File: src/rtl/i2c_pkg.sv
// rtl/i2c_pkg.sv - shared state, device codes, header fields and status bit indices for i2c_cmd_seq
package i2c_pkg;

    typedef enum logic [2:0] {
        ST_IDLE,
        ST_HDR,
        ST_WREQ,
        ST_RREQ,
        ST_FLUSH,
        ST_DONE
    } seq_state_t;

    localparam logic [1:0] DEV_DAQ  = 2'd0;
    localparam logic [1:0] DEV_TRG  = 2'd1;
    localparam logic [1:0] DEV_NVIO = 2'd2;
    localparam logic [1:0] DEV_BAD  = 2'd3;

    // Header byte: {dev[7:6], rd[5], cnt[4:0]}
    localparam int HDR_DEV_MSB = 7;
    localparam int HDR_DEV_LSB = 6;
    localparam int HDR_RD_BIT  = 5;
    localparam int HDR_CNT_MSB = 4;
    localparam int HDR_CNT_LSB = 0;

    localparam int STAT_WRT_FULL  = 7;
    localparam int STAT_WRT_EMPTY = 6;
    localparam int STAT_RD_FULL   = 5;
    localparam int STAT_RD_EMPTY  = 4;
    localparam int STAT_NVIO_ERR  = 2;
    localparam int STAT_TRG_ERR   = 1;
    localparam int STAT_DAQ_ERR   = 0;

    // Sticky error bit that a NACK from the given device sets; the invalid code maps to none.
    function automatic logic [2:0] dev_err_mask(input logic [1:0] dev);
        case (dev)
            DEV_DAQ:  dev_err_mask = 3'b001;
            DEV_TRG:  dev_err_mask = 3'b010;
            DEV_NVIO: dev_err_mask = 3'b100;
            default:  dev_err_mask = 3'b000;
        endcase
    endfunction

endpackage

File: src/rtl/i2c_byte_fifo.sv
// rtl/i2c_byte_fifo.sv - first-word-fall-through byte FIFO with drop-on-full and ignore-on-empty
module i2c_byte_fifo #(
    parameter int DEPTH = 16
) (
    input  logic       clk,
    input  logic       rst,
    input  logic       push,
    input  logic [7:0] din,
    input  logic       pop,
    output logic [7:0] dout,
    output logic       full,
    output logic       empty
);
    localparam int AW = $clog2(DEPTH);
    localparam logic [AW:0] FULL_CNT = (AW + 1)'(DEPTH);

    logic [7:0]    mem [DEPTH];
    logic [AW-1:0] wr_ptr;
    logic [AW-1:0] rd_ptr;
    logic [AW:0]   count;
    logic          do_push;
    logic          do_pop;

    assign full    = (count == FULL_CNT);
    assign empty   = (count == '0);
    assign do_push = push && !full;
    assign do_pop  = pop && !empty;
    // Head is forced to zero when empty so the output reads low after a flush.
    assign dout    = empty ? 8'h00 : mem[rd_ptr];

    // Storage array; contents need no reset because count gates visibility.
    always_ff @(posedge clk) begin
        if (do_push) begin
            mem[wr_ptr] <= din;
        end
    end

    // Pointers wrap naturally at the power-of-two depth; count tracks occupancy.
    always_ff @(posedge clk) begin
        if (rst) begin
            wr_ptr <= '0;
            rd_ptr <= '0;
            count  <= '0;
        end else begin
            if (do_push) begin
                wr_ptr <= wr_ptr + 1'b1;
            end
            if (do_pop) begin
                rd_ptr <= rd_ptr + 1'b1;
            end
            if (do_push && !do_pop) begin
                count <= count + 1'b1;
            end else if (do_pop && !do_push) begin
                count <= count - 1'b1;
            end
        end
    end

endmodule

File: src/rtl/i2c_cmd_seq.sv
// rtl/i2c_cmd_seq.sv - header-driven I2C command sequencer; optional scope trigger via I2C_SCOPE_SYNC_EN
module i2c_cmd_seq
    import i2c_pkg::*;
#(
    parameter int FIFO_DEPTH = 16
) (
    input  logic       CLK,
    input  logic       RST,
    input  logic [7:0] I2C_WRT_FIFO_DATA,
    input  logic       I2C_WE,
    input  logic       I2C_RDENA,
    input  logic       I2C_RESET,
    input  logic       I2C_START,
    input  logic       BYTE_ACK,
    input  logic [7:0] BYTE_RDATA,
    input  logic       BYTE_NACK,
    output logic [7:0] I2C_RBK_FIFO_DATA,
    output logic       I2C_CLR_START,
    output logic       I2C_SCOPE_SYNC,
    output logic [7:0] I2C_STATUS,
    output logic       BYTE_REQ,
    output logic [1:0] BYTE_DEV,
    output logic       BYTE_RD,
    output logic       BYTE_LAST,
    output logic [7:0] BYTE_WDATA,
    output logic       BUSY
);
    seq_state_t state;
    logic [4:0] remaining;
    logic [2:0] err_q;

    logic       soft_rst;
    logic [7:0] wrt_head;
    logic       wrt_full;
    logic       wrt_empty;
    logic       wrt_pop;
    logic       rbk_full;
    logic       rbk_empty;
    logic       rbk_push;
    logic       txn_end;

    logic [1:0] hdr_dev;
    logic       hdr_rd;
    logic [4:0] hdr_cnt;

    assign soft_rst = RST || I2C_RESET;
    assign hdr_dev  = wrt_head[HDR_DEV_MSB:HDR_DEV_LSB];
    assign hdr_rd   = wrt_head[HDR_RD_BIT];
    assign hdr_cnt  = wrt_head[HDR_CNT_MSB:HDR_CNT_LSB];
    assign BUSY     = (state != ST_IDLE);
    // An ACK only counts while a request is outstanding.
    assign rbk_push = (state == ST_RREQ) && BYTE_REQ && BYTE_ACK;
    assign txn_end  = BYTE_NACK || (remaining == 5'd1);

    i2c_byte_fifo #(.DEPTH(FIFO_DEPTH)) u_wrt_fifo (
        .clk   (CLK),
        .rst   (soft_rst),
        .push  (I2C_WE),
        .din   (I2C_WRT_FIFO_DATA),
        .pop   (wrt_pop),
        .dout  (wrt_head),
        .full  (wrt_full),
        .empty (wrt_empty)
    );

    i2c_byte_fifo #(.DEPTH(FIFO_DEPTH)) u_rbk_fifo (
        .clk   (CLK),
        .rst   (soft_rst),
        .push  (rbk_push),
        .din   (BYTE_RDATA),
        .pop   (I2C_RDENA),
        .dout  (I2C_RBK_FIFO_DATA),
        .full  (rbk_full),
        .empty (rbk_empty)
    );

    // Write-FIFO consumption: headers in HDR, data as each write request is raised, discards in FLUSH.
    always_comb begin
        wrt_pop = 1'b0;
        case (state)
            ST_HDR, ST_FLUSH: wrt_pop = !wrt_empty;
            ST_WREQ:          wrt_pop = !wrt_empty && !BYTE_REQ;
            default:          wrt_pop = 1'b0;
        endcase
    end

    // Status word assembled from FIFO flags and sticky per-device NACK errors.
    always_comb begin
        I2C_STATUS                 = 8'h00;
        I2C_STATUS[STAT_WRT_FULL]  = wrt_full;
        I2C_STATUS[STAT_WRT_EMPTY] = wrt_empty;
        I2C_STATUS[STAT_RD_FULL]   = rbk_full;
        I2C_STATUS[STAT_RD_EMPTY]  = rbk_empty;
        I2C_STATUS[STAT_NVIO_ERR]  = err_q[DEV_NVIO];
        I2C_STATUS[STAT_TRG_ERR]   = err_q[DEV_TRG];
        I2C_STATUS[STAT_DAQ_ERR]   = err_q[DEV_DAQ];
    end

    // Sequencer: walks headers, issues byte requests with a one-cycle gap after each ACK.
    always_ff @(posedge CLK) begin
        if (soft_rst) begin
            state         <= ST_IDLE;
            remaining     <= '0;
            err_q         <= '0;
            BYTE_REQ      <= 1'b0;
            BYTE_DEV      <= 2'd0;
            BYTE_RD       <= 1'b0;
            BYTE_LAST     <= 1'b0;
            BYTE_WDATA    <= 8'h00;
            I2C_CLR_START <= 1'b0;
        end else begin
            I2C_CLR_START <= 1'b0;
            case (state)
                ST_IDLE: begin
                    if (I2C_START) begin
                        state <= ST_HDR;
                    end
                end
                ST_HDR: begin
                    if (wrt_empty) begin
                        state         <= ST_DONE;
                        I2C_CLR_START <= 1'b1;
                    end else begin
                        remaining <= hdr_cnt;
                        if (hdr_cnt == 5'd0 || hdr_dev == DEV_BAD) begin
                            // Skipped write headers still own their data bytes.
                            state <= (!hdr_rd && hdr_cnt != 5'd0) ? ST_FLUSH : ST_HDR;
                        end else begin
                            BYTE_DEV <= hdr_dev;
                            BYTE_RD  <= hdr_rd;
                            state    <= hdr_rd ? ST_RREQ : ST_WREQ;
                        end
                    end
                end
                ST_WREQ: begin
                    if (!BYTE_REQ) begin
                        if (wrt_empty) begin
                            state         <= ST_DONE;
                            I2C_CLR_START <= 1'b1;
                        end else begin
                            BYTE_REQ   <= 1'b1;
                            BYTE_WDATA <= wrt_head;
                            BYTE_LAST  <= (remaining == 5'd1);
                        end
                    end else if (BYTE_ACK) begin
                        BYTE_REQ  <= 1'b0;
                        BYTE_LAST <= 1'b0;
                        if (BYTE_NACK) begin
                            err_q <= err_q | dev_err_mask(BYTE_DEV);
                        end
                        if (remaining == 5'd1) begin
                            state <= ST_HDR;
                        end else begin
                            remaining <= remaining - 5'd1;
                            if (BYTE_NACK) begin
                                state <= ST_FLUSH;
                            end
                        end
                    end
                end
                ST_RREQ: begin
                    if (!BYTE_REQ) begin
                        BYTE_REQ  <= 1'b1;
                        BYTE_LAST <= (remaining == 5'd1);
                    end else if (BYTE_ACK) begin
                        BYTE_REQ  <= 1'b0;
                        BYTE_LAST <= 1'b0;
                        if (BYTE_NACK) begin
                            err_q <= err_q | dev_err_mask(BYTE_DEV);
                        end
                        if (txn_end) begin
                            state <= ST_HDR;
                        end else begin
                            remaining <= remaining - 5'd1;
                        end
                    end
                end
                ST_FLUSH: begin
                    if (wrt_empty) begin
                        state         <= ST_DONE;
                        I2C_CLR_START <= 1'b1;
                    end else if (remaining == 5'd1) begin
                        state <= ST_HDR;
                    end else begin
                        remaining <= remaining - 5'd1;
                    end
                end
                ST_DONE: begin
                    state <= ST_IDLE;
                end
                default: begin
                    state <= ST_IDLE;
                end
            endcase
        end
    end

`ifdef I2C_SCOPE_SYNC_EN
    logic scope_q;

    // One-cycle trigger coincident with leaving IDLE.
    always_ff @(posedge CLK) begin
        if (soft_rst) begin
            scope_q <= 1'b0;
        end else begin
            scope_q <= (state == ST_IDLE) && I2C_START;
        end
    end

    assign I2C_SCOPE_SYNC = scope_q;
`else
    assign I2C_SCOPE_SYNC = 1'b0;
`endif

endmodule

File: config.mk
export PLATFORM = sky130hd
export DESIGN_NAME = i2c_cmd_seq
export DESIGN_NICKNAME = d
export VERILOG_FILES = /design/src/rtl/i2c_pkg.sv /design/src/rtl/i2c_byte_fifo.sv /design/src/rtl/i2c_cmd_seq.sv
export SDC_FILE = /design/constraint.sdc
export NUM_CORES = 1
export LEC_CHECK = 0
export ABC_AREA = 0
export BUFFER_PORTS_ARGS = -buffer_cell sky130_fd_sc_hd__buf_4
export CAP_MARGIN = 10
export CORE_ASPECT_RATIO = 1.5
export CORE_UTILIZATION = 55
export DETAILED_ROUTE_END_ITERATION = 8
export PLACE_DENSITY = 0.86
export SLEW_MARGIN = 20
export SYNTH_ARGS = -nofsm -noshare
export SYNTH_HDL_FRONTEND = slang
export SYNTH_SLANG_ARGS = --single-unit
export TNS_END_PERCENT = 100
File: constraint.sdc
create_clock -name CLK -period 2.9 [get_ports CLK]
set_input_delay 0.435 -clock CLK [delete_from_list [all_inputs] [get_ports CLK]]
set_output_delay 0.435 -clock CLK [all_outputs]
set_load 0.02 [all_outputs]
### Yosys cells after proc, flatten, opt, wreduce, memory -nomap -nowiden

Memory sizes are Yosys's and may differ from the RTL's. A register that Yosys moved wholly into a read port is not among the register bits.
Index checks and enable logic that the tools add are counted.

| storage, ports and cells | value |
|---|---|
| flip-flop bits (word level) | 51 |
| bits in writable memories | 256 |
| logic and storage cells | 168 |
| memories | 2 |

Memories:

| memory | depth | bits a word | read ports | clocked after Yosys merged registers in | write ports | line | source |
|---|---|---|---|---|---|---|---|
| u_rbk_fifo.mem | 16 | 8 | 1 | 1 | 1 | i2c_byte_fifo.sv:17 | `logic [7:0] mem [DEPTH];` |
| u_wrt_fifo.mem | 16 | 8 | 1 | 1 | 1 | i2c_byte_fifo.sv:17 |  |

| operators by class | value |
|---|---|
| add/subtract/negate cells | 9 |
| eq/ne operators | 26 |
| multiplexer cells | 68 |
| bitwise logic cells | 5 |
| reductions and logical operators | 43 |

Operators with widths:

| kind | number |
|---|---|
| $mux W3 | 27 |
| $mux W5 | 12 |
| $ne A2 B2 Y1 const B | 11 |
| $pmux W5 S4 | 1 |
| $add A4 B1 Y4 const B | 4 |
| $mux W4 | 4 |
| $mux W8 | 2 |
| $reduce_and A8 Y1 | 2 |
| $logic_not A5 Y1 | 3 |
| $mux W1 | 15 |
| $pmux W3 S5 | 1 |
| $sub A5 B1 Y5 const B | 3 |
| $logic_and A1 B1 Y1 | 12 |
| $add A5 B1 Y5 const B | 2 |
| $eq A5 B5 Y1 const B | 2 |
| $logic_not A1 Y1 | 10 |
| $pmux W3 S3 | 1 |
| $pmux W1 S2 | 4 |
| $reduce_and A7 Y1 | 1 |
| $eq A3 B2 Y1 const B | 2 |
| $ne A3 B2 Y1 const B | 2 |
| $ne A3 B3 Y1 const B | 2 |
| $or A3 B3 Y3 | 2 |
| $pmux W3 S2 | 1 |
| 17 further kinds | 25 |

### Longest topological paths before layout

Gate-level depths: netlist of the first run.

| logic depth | value |
|---|---|
| depth after elaboration | 12 |
| gate-level depth with buffers | 14 |
| gate-level depth less buffers | 13 |

### By module

A second synthesis of the first run with hierarchy kept.

| unflattened totals | value |
|---|---|
| cells, all modules | 804 |
| area total of the unflattened synthesis | 13126.3 um2 |

Modules (own cells, without submodules):

| module | instances | cells each | area an instance (um2) | seq. area each (um2) |
|---|---|---|---|---|
| i2c_byte_fifo | 2 | 316 | 5863.1 | 4184.0 |
| i2c_cmd_seq | 1 | 172 | 1400.1 | 500.5 |

### Worst setup path after synthesis of the first run

Ideal clock, no wire load.

| timing | value |
|---|---|
| kind | reg-to-reg |
| start | register state[0] |
| end | register u_rbk_fifo.count[4] |
| library setup time | 128 ps |
| arrival | 2932 ps |
| path slack | -159 ps |
| stages on the path, launching flop included | 14 |
| buffers on the path | 2 |
| cells stage by stage | dfxtp_1 -> clkbuf_1 -> clkbuf_1 -> nand4_1 -> nor2_1 -> ha_1 -> inv_1 -> ha_1 -> nor2b_1 -> o21a_1 -> or3_1 -> a21oi_1 -> xnor2_1 -> nor2_1 |

| on the way | value |
|---|---|
| cells in the longest elaborated chain, start to end | 7 |

Ends and longest elaborated chain:

| item | line | source |
|---|---|---|
| from (decl) | i2c_cmd_seq.sv:28 | `seq_state_t state;` |
| from (signal assigned) | i2c_cmd_seq.sv:127 | `state <= (!hdr_rd && hdr_cnt != 5'd0) ? ST_FLUSH : ST_HDR;` |
| from (signal assigned) | i2c_cmd_seq.sv:131 | `state <= hdr_rd ? ST_RREQ : ST_WREQ;` |
| $eq A3 B2 Y1 * | i2c_cmd_seq.sv:52 | `assign rbk_push = (state == ST_RREQ) && BYTE_REQ && BYTE_ACK;` |
| $logic_and A1 B1 Y1 * (2 in a row) | i2c_cmd_seq.sv:52 |  |
| $logic_and A1 B1 Y1 * | i2c_byte_fifo.sv:26 | `assign do_push = push && !full;` |
| via u_rbk_fifo.do_push | i2c_byte_fifo.sv:21 | `logic do_push;` |
| $logic_not A1 Y1 | i2c_byte_fifo.sv:53 | `end else if (do_pop && !do_push) begin` |
| $logic_and A1 B1 Y1 | i2c_byte_fifo.sv:53 |  |
| $reduce_bool A2 Y1 (no line) | - |  |
| to (signal assigned) | i2c_byte_fifo.sv:52 | `count <= count + 1'b1;` |
| to (signal assigned) | i2c_byte_fifo.sv:54 | `count <= count - 1'b1;` |
| to (decl) | i2c_byte_fifo.sv:20 | `logic [AW:0] count;` |

Mark *: on every way through the listed nets, which the timed path passes. The rest lies on a longest branch.
A chain may end at the register's enable or synchronous reset.

==> metrics.md, run 1 <==
| Metric | Value |
|---|---|
| Final Power | `9.359 mW` |
| Die area | `23980 um^2` |
| Via/cell ratio | `6.164` |
| Final Max Slew Viols | `0` |
| WS Path Type | `flip-flop to primary output` |
| Endpoints failing setup | `7` |
| Worst Setup Start Kind | `flip-flop` |
| CTS tree | `yes` |
| Synth async-reset ratio | `0%` |
| Total track usage | `24.40%` |
| CP max-delay cell | `mux4_2` |
| Die H | `189.2 um` |
| Synth Area in Simple Gates | `7.034%` |
| Placed Instance Area | `13800 um^2` |
| Yosys Warn Count | `0` |
| Multiplexer area fraction after synthesis | `14.13%` |
| Largest area contributor in the netlist | `edfxtp_1` |
| Post-DP HPWL | `18100 um` |
| GR peak layer | `met2` |
| Reg clk slew, reported paths | `0.07 ns` |
| Critical Path AT | `2.54 ns` |
| Synth cell count leaders | `edfxtp_1, nor2_1, mux4_2, dfxtp_1, nand2_1` |
| DIE WIDTH | `126.8 um` |
| EDFF count, synth | `256` |
| Synth Cell Area | `12840 um^2` |
| Crit path capture type | `primary output` |
| Hold Path Class | `input port to flip-flop` |
| Worst R2R Start | `state[1]` |
| Post-Synthesis Cells | `774` |
| Num CTS Buffers | `29` |
| Antenna violations before repair | `1` |
| Complex-gate fraction of the synthesized area | `3.809%` |
| Routed len/inst | `24.16 um` |
| Violated checks | `negative setup slack` |
| Max Fclk | `335.8 MHz` |
| P&R area growth vs syn | `16.73%` |
| Seq/Total Area, Yosys | `69.06%` |
| Layout Skew | `0.01937 ns` |
| Top_reg_cell synth | `edfxtp_1` |
| Clk_lat worst skew | `0.55 ns` |
| Critical Path, Cell by Cell | `buf_6 > buf_16 > mux4_2 > mux4_2 > nor2b_4 > buf_6` |
| Number of port buffers | `53` |
| First-pass GRT wire length | `42700 um` |
| CTS Hold Bufs | `0` |
| Filler cells | `1500` |
| DRT antenna net count | `0` |
| Post-Route WL | `28370 um` |
| Final Worst Setup Slack | `-0.07797 ns` |
| Drt first pass iters | `5` |
| Met2 Usage GRT | `47.71%` |
| Register area | `8874 um^2` |
| VDD IR max | `542.1 uV` |
| Top delay family on crit path | `multiplexers` |
| P per Cell Area | `624.3 nW/um^2` |
| Drt drc | `0` |
| Core ar. | `22970 um^2` |
| Gpl congestion | `0.8032` |
| DR vias | `7236` |
| Max Buffers Root-to-Sink | `3` |
| Post-synth cell types | `58` |
| Reg-to-reg critical path endpoint | `u_wrt_fifo.count[4]` |
| Relative max-transition margin | `35.42%` |
| Place WS | `0.01068 ns` |
| Max Cap Viol | `0` |
| CP max FO | `8` |
| Top cell type's share of synthesized area | `59.86%` |
| Layout cell share with drive strength beyond 1 | `28.22%` |
| Final net count | `917` |
| Multi-input combinational cell area | `3749 um^2` |
| Bufs and invs on worst path | `3` |
| Total grt overflow | `0` |
| RSZ-0062 raised after global routing | `true` |
| Status | `finished, violations left` |
| Detailed Route Iter0 Violations | `577` |
| CTS Sinks | `315` |
| Crit. path cell count | `6` |
| Period utilization | `102.7%` |
| Post-Synth Adder-Cell Area | `2.358%` |
| Synth top area cells | `edfxtp_1, mux4_2, dfxtp_1, nor2_1, ha_1` |
| Grt met3 use | `3.673%` |
| Largest family of logic cells by synthesized area | `multiplexers` |
| Most frequent cell after synthesis | `edfxtp_1` |
| Crit path to | `I2C_RBK_FIFO_DATA[3]` |
| Worst EP required | `2.47 ns` |
| Synth Area per Inst | `16.59 um^2` |
| Pleak | `5.028 nW` |
| Smallest hold slack | `0.1783 ns` |
| Util after Layout | `65.26%` |
| Final instance area | `14990 um^2` |
| Number of synthesized register bits | `315` |
| Placement Rows | `68` |
| XOR/XNOR share of the synthesized area | `1.228%` |
| Final Hold Fails | `0` |
| IO Count | `56` |
| GRT met1 Usage | `24.65%` |
| Starting density of the core | `55.90%` |
| Tmin final | `2.978 ns` |
| Tightest Pin Transition | `0.9687 ns` |
| Vias in the first global route | `7466` |
| Largest net degree at the start of global routing | `48` |
| Clk root buf | `clkbuf_16` |
| Worst path max stage delay | `0.51 ns` |
| R2R Setup Slk | `0.14 ns` |
| R2R cell count | `12` |
| H-tree levels | `1` |
==> final cells by class <==
type                            instances  area share, %
Clock buffer                           35          4.991
Tap cell                              280          2.337
Clock inverter                         19          1.811
Sequential cell                       315          59.19
Inverter                               19         0.4758
Timing Repair Buffer                  107          6.168
Antenna cell                            1        0.01669
Multi-Input combinational cell        398          25.01
==> worst register-to-register path: stages (launching register included) <==
cell     delay [ns]
dfxtp_1        0.35
or3b_2         0.46
a21oi_2        0.18
o21ai_2        0.09
ha_2           0.23
inv_2          0.09
ha_1           0.25
nor2b_1        0.14
o21a_1         0.17
or3_1          0.32
a21oi_2        0.16
xnor2_1        0.12
nor2_1         0.05
==> stage by stage <==
| step | std cells | setup TNS (ns) |
|---|---|---|
| floorplan | 775 | 0 |
| global placement | 1114 | 0 |
| detailed placement | 1114 | 0 |
| CTS | 1173 | -0.6137 |
| global route | 1174 | -0.7659 |
| finish | 1174 | -0.3654 |
==> flip-flops by register name, summed over array words and instances (netlist names), 2 cells and up, named ones only <==
name               flops
u_rbk_fifo.mem       128
u_wrt_fifo.mem       128
BYTE_WDATA             8
remaining              5
u_rbk_fifo.count       5
u_wrt_fifo.count       5
u_rbk_fifo.rd_ptr      4
u_rbk_fifo.wr_ptr      4
u_wrt_fifo.rd_ptr      4
u_wrt_fifo.wr_ptr      4
err_q                  3
state                  3
BYTE_DEV               2
==> layer usage <==
| layer | wire length (um) | part of all wire [%] |
|---|---|---|
| met5 | 0 | 0 |
| met4 | 1280 | 4.5 |
| met3 | 1330 | 4.7 |
| met2 | 16300 | 57 |
| met1 | 9454 | 33 |
==> timing repair <==
item,CTS,global route
endpoints found under the setup margin,8,11
setup buffers,2,1
endpoints found under the hold margin,0,0
gates cloned,3,0
pin swaps,0,2
resized for setup,11,15
==> logic make-up (layout without fill, tap and decap cells) <==
family / after synthesis / count (layout)
compound gates: 74 / 74
xor+xnor: 18 / 18
fa+ha+maj: 23 / 23
buf+inv: 62 / 180
flops: 315 / 315
mux: 87 / 87
other cells: 1 / 3
simple gates: 194 / 194
==> how the worst min path moves through the flow <==
stage / slack (ns) / end / startpoint / cells after the start
2_1_floorplan: 0.46 / flip-flop / u_wrt_fifo.rd_ptr[3] / 2
3_3_place_gp: 0.46 / err_q[2] / err_q[2] / 2
3_5_place_dp: 0.48 / err_q[2] / err_q[2] / 2
4_1_cts: 0.17 / u_wrt_fifo.mem[1][5] / I2C_WRT_FIFO_DATA[5] / 1
5_1_grt: 0.16 / u_wrt_fifo.mem[11][0] / I2C_WRT_FIFO_DATA[0] / 1
6_report: 0.18 / u_wrt_fifo.mem[11][0] / I2C_WRT_FIFO_DATA[0] / 1
==> power by group <==
group | switching, mW | internal [mW] | total (mW)
registers | 0.0164 | 4.91 | 4.92
clock network | 1.64 | 2.39 | 4.03
logic | 0.255 | 0.154 | 0.409
total | 1.91 | 7.45 | 9.36
==> cells in the final DEF (no fill, tap or decap), types with 7 or more instances in the layout <==
master     instances
edfxtp_1         256
buf_4             95
nor2_1            91
mux4_2            74
dfxtp_1           57
clkbuf_16         29
nand2_1           28
a21oi_1           23
ha_1              19
inv_1             17
nor3_1            14
nor2b_1           11
mux2i_1           11
xor2_1            11
a22oi_1           10
nand2b_1           9
xnor2_1            7
Power figures use the tool's default switching activity.
==> run 2, diff against run 1 <==
--- a/config.mk
+++ b/config.mk
@@ -9,9 +9,10 @@
 export BUFFER_PORTS_ARGS = -buffer_cell sky130_fd_sc_hd__buf_4
 export CAP_MARGIN = 10
 export CORE_ASPECT_RATIO = 1.5
-export CORE_UTILIZATION = 55
+export CORE_UTILIZATION = 57
+export CTS_BUF_LIST = sky130_fd_sc_hd__clkbuf_2
 export DETAILED_ROUTE_END_ITERATION = 8
-export PLACE_DENSITY = 0.86
+export PLACE_DENSITY = 0.89
 export SLEW_MARGIN = 20
 export SYNTH_ARGS = -nofsm -noshare
 export SYNTH_HDL_FRONTEND = slang
==> metrics.md, run 2 (synthesized netlist as in run 1, its figures left out) <==
| Metric | Value |
|---|---|
| Pleak | `5.077 nW` |
| Place WS | `0.005372 ns` |
| Util after Layout | `67.53%` |
| Layout cell share with drive strength beyond 1 | `31.91%` |
| Clk root buf | `clkbuf_2` |
| Total grt overflow | `0` |
| Violated checks | `negative setup slack` |
| Num CTS Buffers | `71` |
| Relative max-transition margin | `30.64%` |
| P&R area growth vs syn | `15.07%` |
| Antenna violations before repair | `3` |
| Final Max Slew Viols | `0` |
| Final instance area | `14780 um^2` |
| Via/cell ratio | `5.874` |
| RSZ-0062 raised after global routing | `true` |
| Largest net degree at the start of global routing | `48` |
| Number of port buffers | `53` |
| Regs by FF count | `u_rbk_fifo.mem: 128 flops, u_wrt_fifo.mem: 128 flops, BYTE_WDATA: 8 flops` |
| Starting density of the core | `58.68%` |
| Total track usage | `24.22%` |
| Worst EP required | `2.47 ns` |
| Final Power | `8.237 mW` |
| Leading cell type in the layout, fill and taps excluded | `edfxtp_1` |
| WS Path Type | `flip-flop to primary output` |
| Post-Route WL | `27600 um` |
| Gpl congestion | `0.8190` |
| Status | `finished, violations left` |
| VDD IR max | `456.4 uV` |
| Max Buffers Root-to-Sink | `3` |
| Post-DP HPWL | `18030 um` |
| Smallest hold slack | `0.2134 ns` |
| CTS tree | `yes` |
| Max Fclk | `307.3 MHz` |
| Die area | `23150 um^2` |
| DR vias | `7378` |
| Reg clk slew, reported paths | `0.11 ns` |
| Drt first pass iters | `5` |
| First-pass GRT wire length | `41550 um` |
| Crit path capture type | `primary output` |
| Hold Path Class | `input port to flip-flop` |
| P per Cell Area | `557.4 nW/um^2` |
| CP max FO | `8` |
| Vias in the first global route | `7831` |
| Placed Instance Area | `13720 um^2` |
| Drt drc | `0` |
| Detailed Route Iter0 Violations | `364` |
| Placement Rows | `66` |
| Core ar. | `21880 um^2` |
| Final Worst Setup Slack | `-0.3540 ns` |
| Critical Path AT | `2.82 ns` |
| IO Count | `56` |
| Endpoints failing setup | `8` |
| Routed len/inst | `21.97 um` |
| Die H | `185.8 um` |
| Layout Skew | `0.1033 ns` |
| DRT antenna net count | `0` |
| H-tree levels | `3` |
| Final net count | `971` |
| Clk_lat worst skew | `0.86 ns` |
| CTS Sinks | `315` |
| Final Hold Fails | `0` |
| Tightest Pin Transition | `1.037 ns` |
| Worst Setup Start Kind | `flip-flop` |
| Most frequent cells in the layout | `edfxtp_1, clkbuf_2, nor2_1, buf_4, mux4_2` |
| Tmin final | `3.254 ns` |
| DIE WIDTH | `124.6 um` |
| Max Cap Viol | `0` |
| Period utilization | `112.2%` |
[run 2: changes by cell type in the layout (fill, tap and decap cells not counted), moves of 2 or more]
cell,delta
diode_2,+2
nor2b_1,+2
clkinv_1,+13
clkinv_2,+2
buf_4,-4
bufinv_16,-3
clkbuf_16,-29
dlygate4sd3_1,+20
clkbuf_1,-6
buf_6,-3
nor2b_4,-3
clkbuf_2,+100
[run 2: timing repair]
action | 4_1_cts | 5_1_grt
setup buffers | 1 | 1
gates cloned | 2 | 0
pin swaps | 0 | 5
endpoints found under the setup margin | 9 | 12
hold buffers | 20 | 0
endpoints found under the hold margin | 266 | 0
gates resized for setup | 5 | 13
[run 2: path summary, 6_finish.rpt]
kind             start  slack [ns]  cells after the start              endpoint
max          flip-flop       -0.35                      6  I2C_RBK_FIFO_DATA[6]
min          BYTE_NACK        0.21                      5              err_q[2]
max reg2reg   state[1]        0.17                     12   u_wrt_fifo.count[4]
min reg2reg   err_q[2]        0.49                      2              err_q[2]
[run 2: per-layer routing]
| layer | up-vias | wire length, um | GRT usage, % |
|---|---|---|---|
| li1 | 3338 | - | - |
| met1 | 3627 | 9152 | 24.23 |
| met2 | 327 | 15630 | 46.10 |
| met3 | 86 | 1468 | 5.001 |
| met4 | 0 | 1346 | 14.07 |
| met5 | - | 0 | 0 |
[run 2: report_power, final]
| group | internal [mW] | switching (mW) | total [mW] |
|---|---|---|---|
| Clock | 1.21 | 1.67 | 2.89 |
| Combinational | 0.174 | 0.259 | 0.432 |
| Sequential | 4.90 | 0.0174 | 4.92 |
[run 2: critical path, cell delays in order, from the launching register on]
cell	delay, ns
dfxtp_4	0.40
buf_12	0.13
buf_16	0.15
mux4_2	0.57
mux4_2	0.46
nor2b_1	0.14
buf_4	0.16
[run 2: final cells by class]
type,instances,area (um^2)
flip-flops and latches,315,8875
repair buffers,119,1041
multi-input cells,398,3735
clock inverters,30,207.7
clock buffers,100,500.5
fillers,1374,7106
well taps,272,340.3
diodes,3,7.507
inverters,19,71.32
[run 2: through the flow]
stage	setup TNS (ns)	cells
final	-2.460	1256
after global routing	-3.778	1256
after CTS	-3.071	1252
after detailed placement	0	1099
after global placement	0	1099
after floorplan	0	775
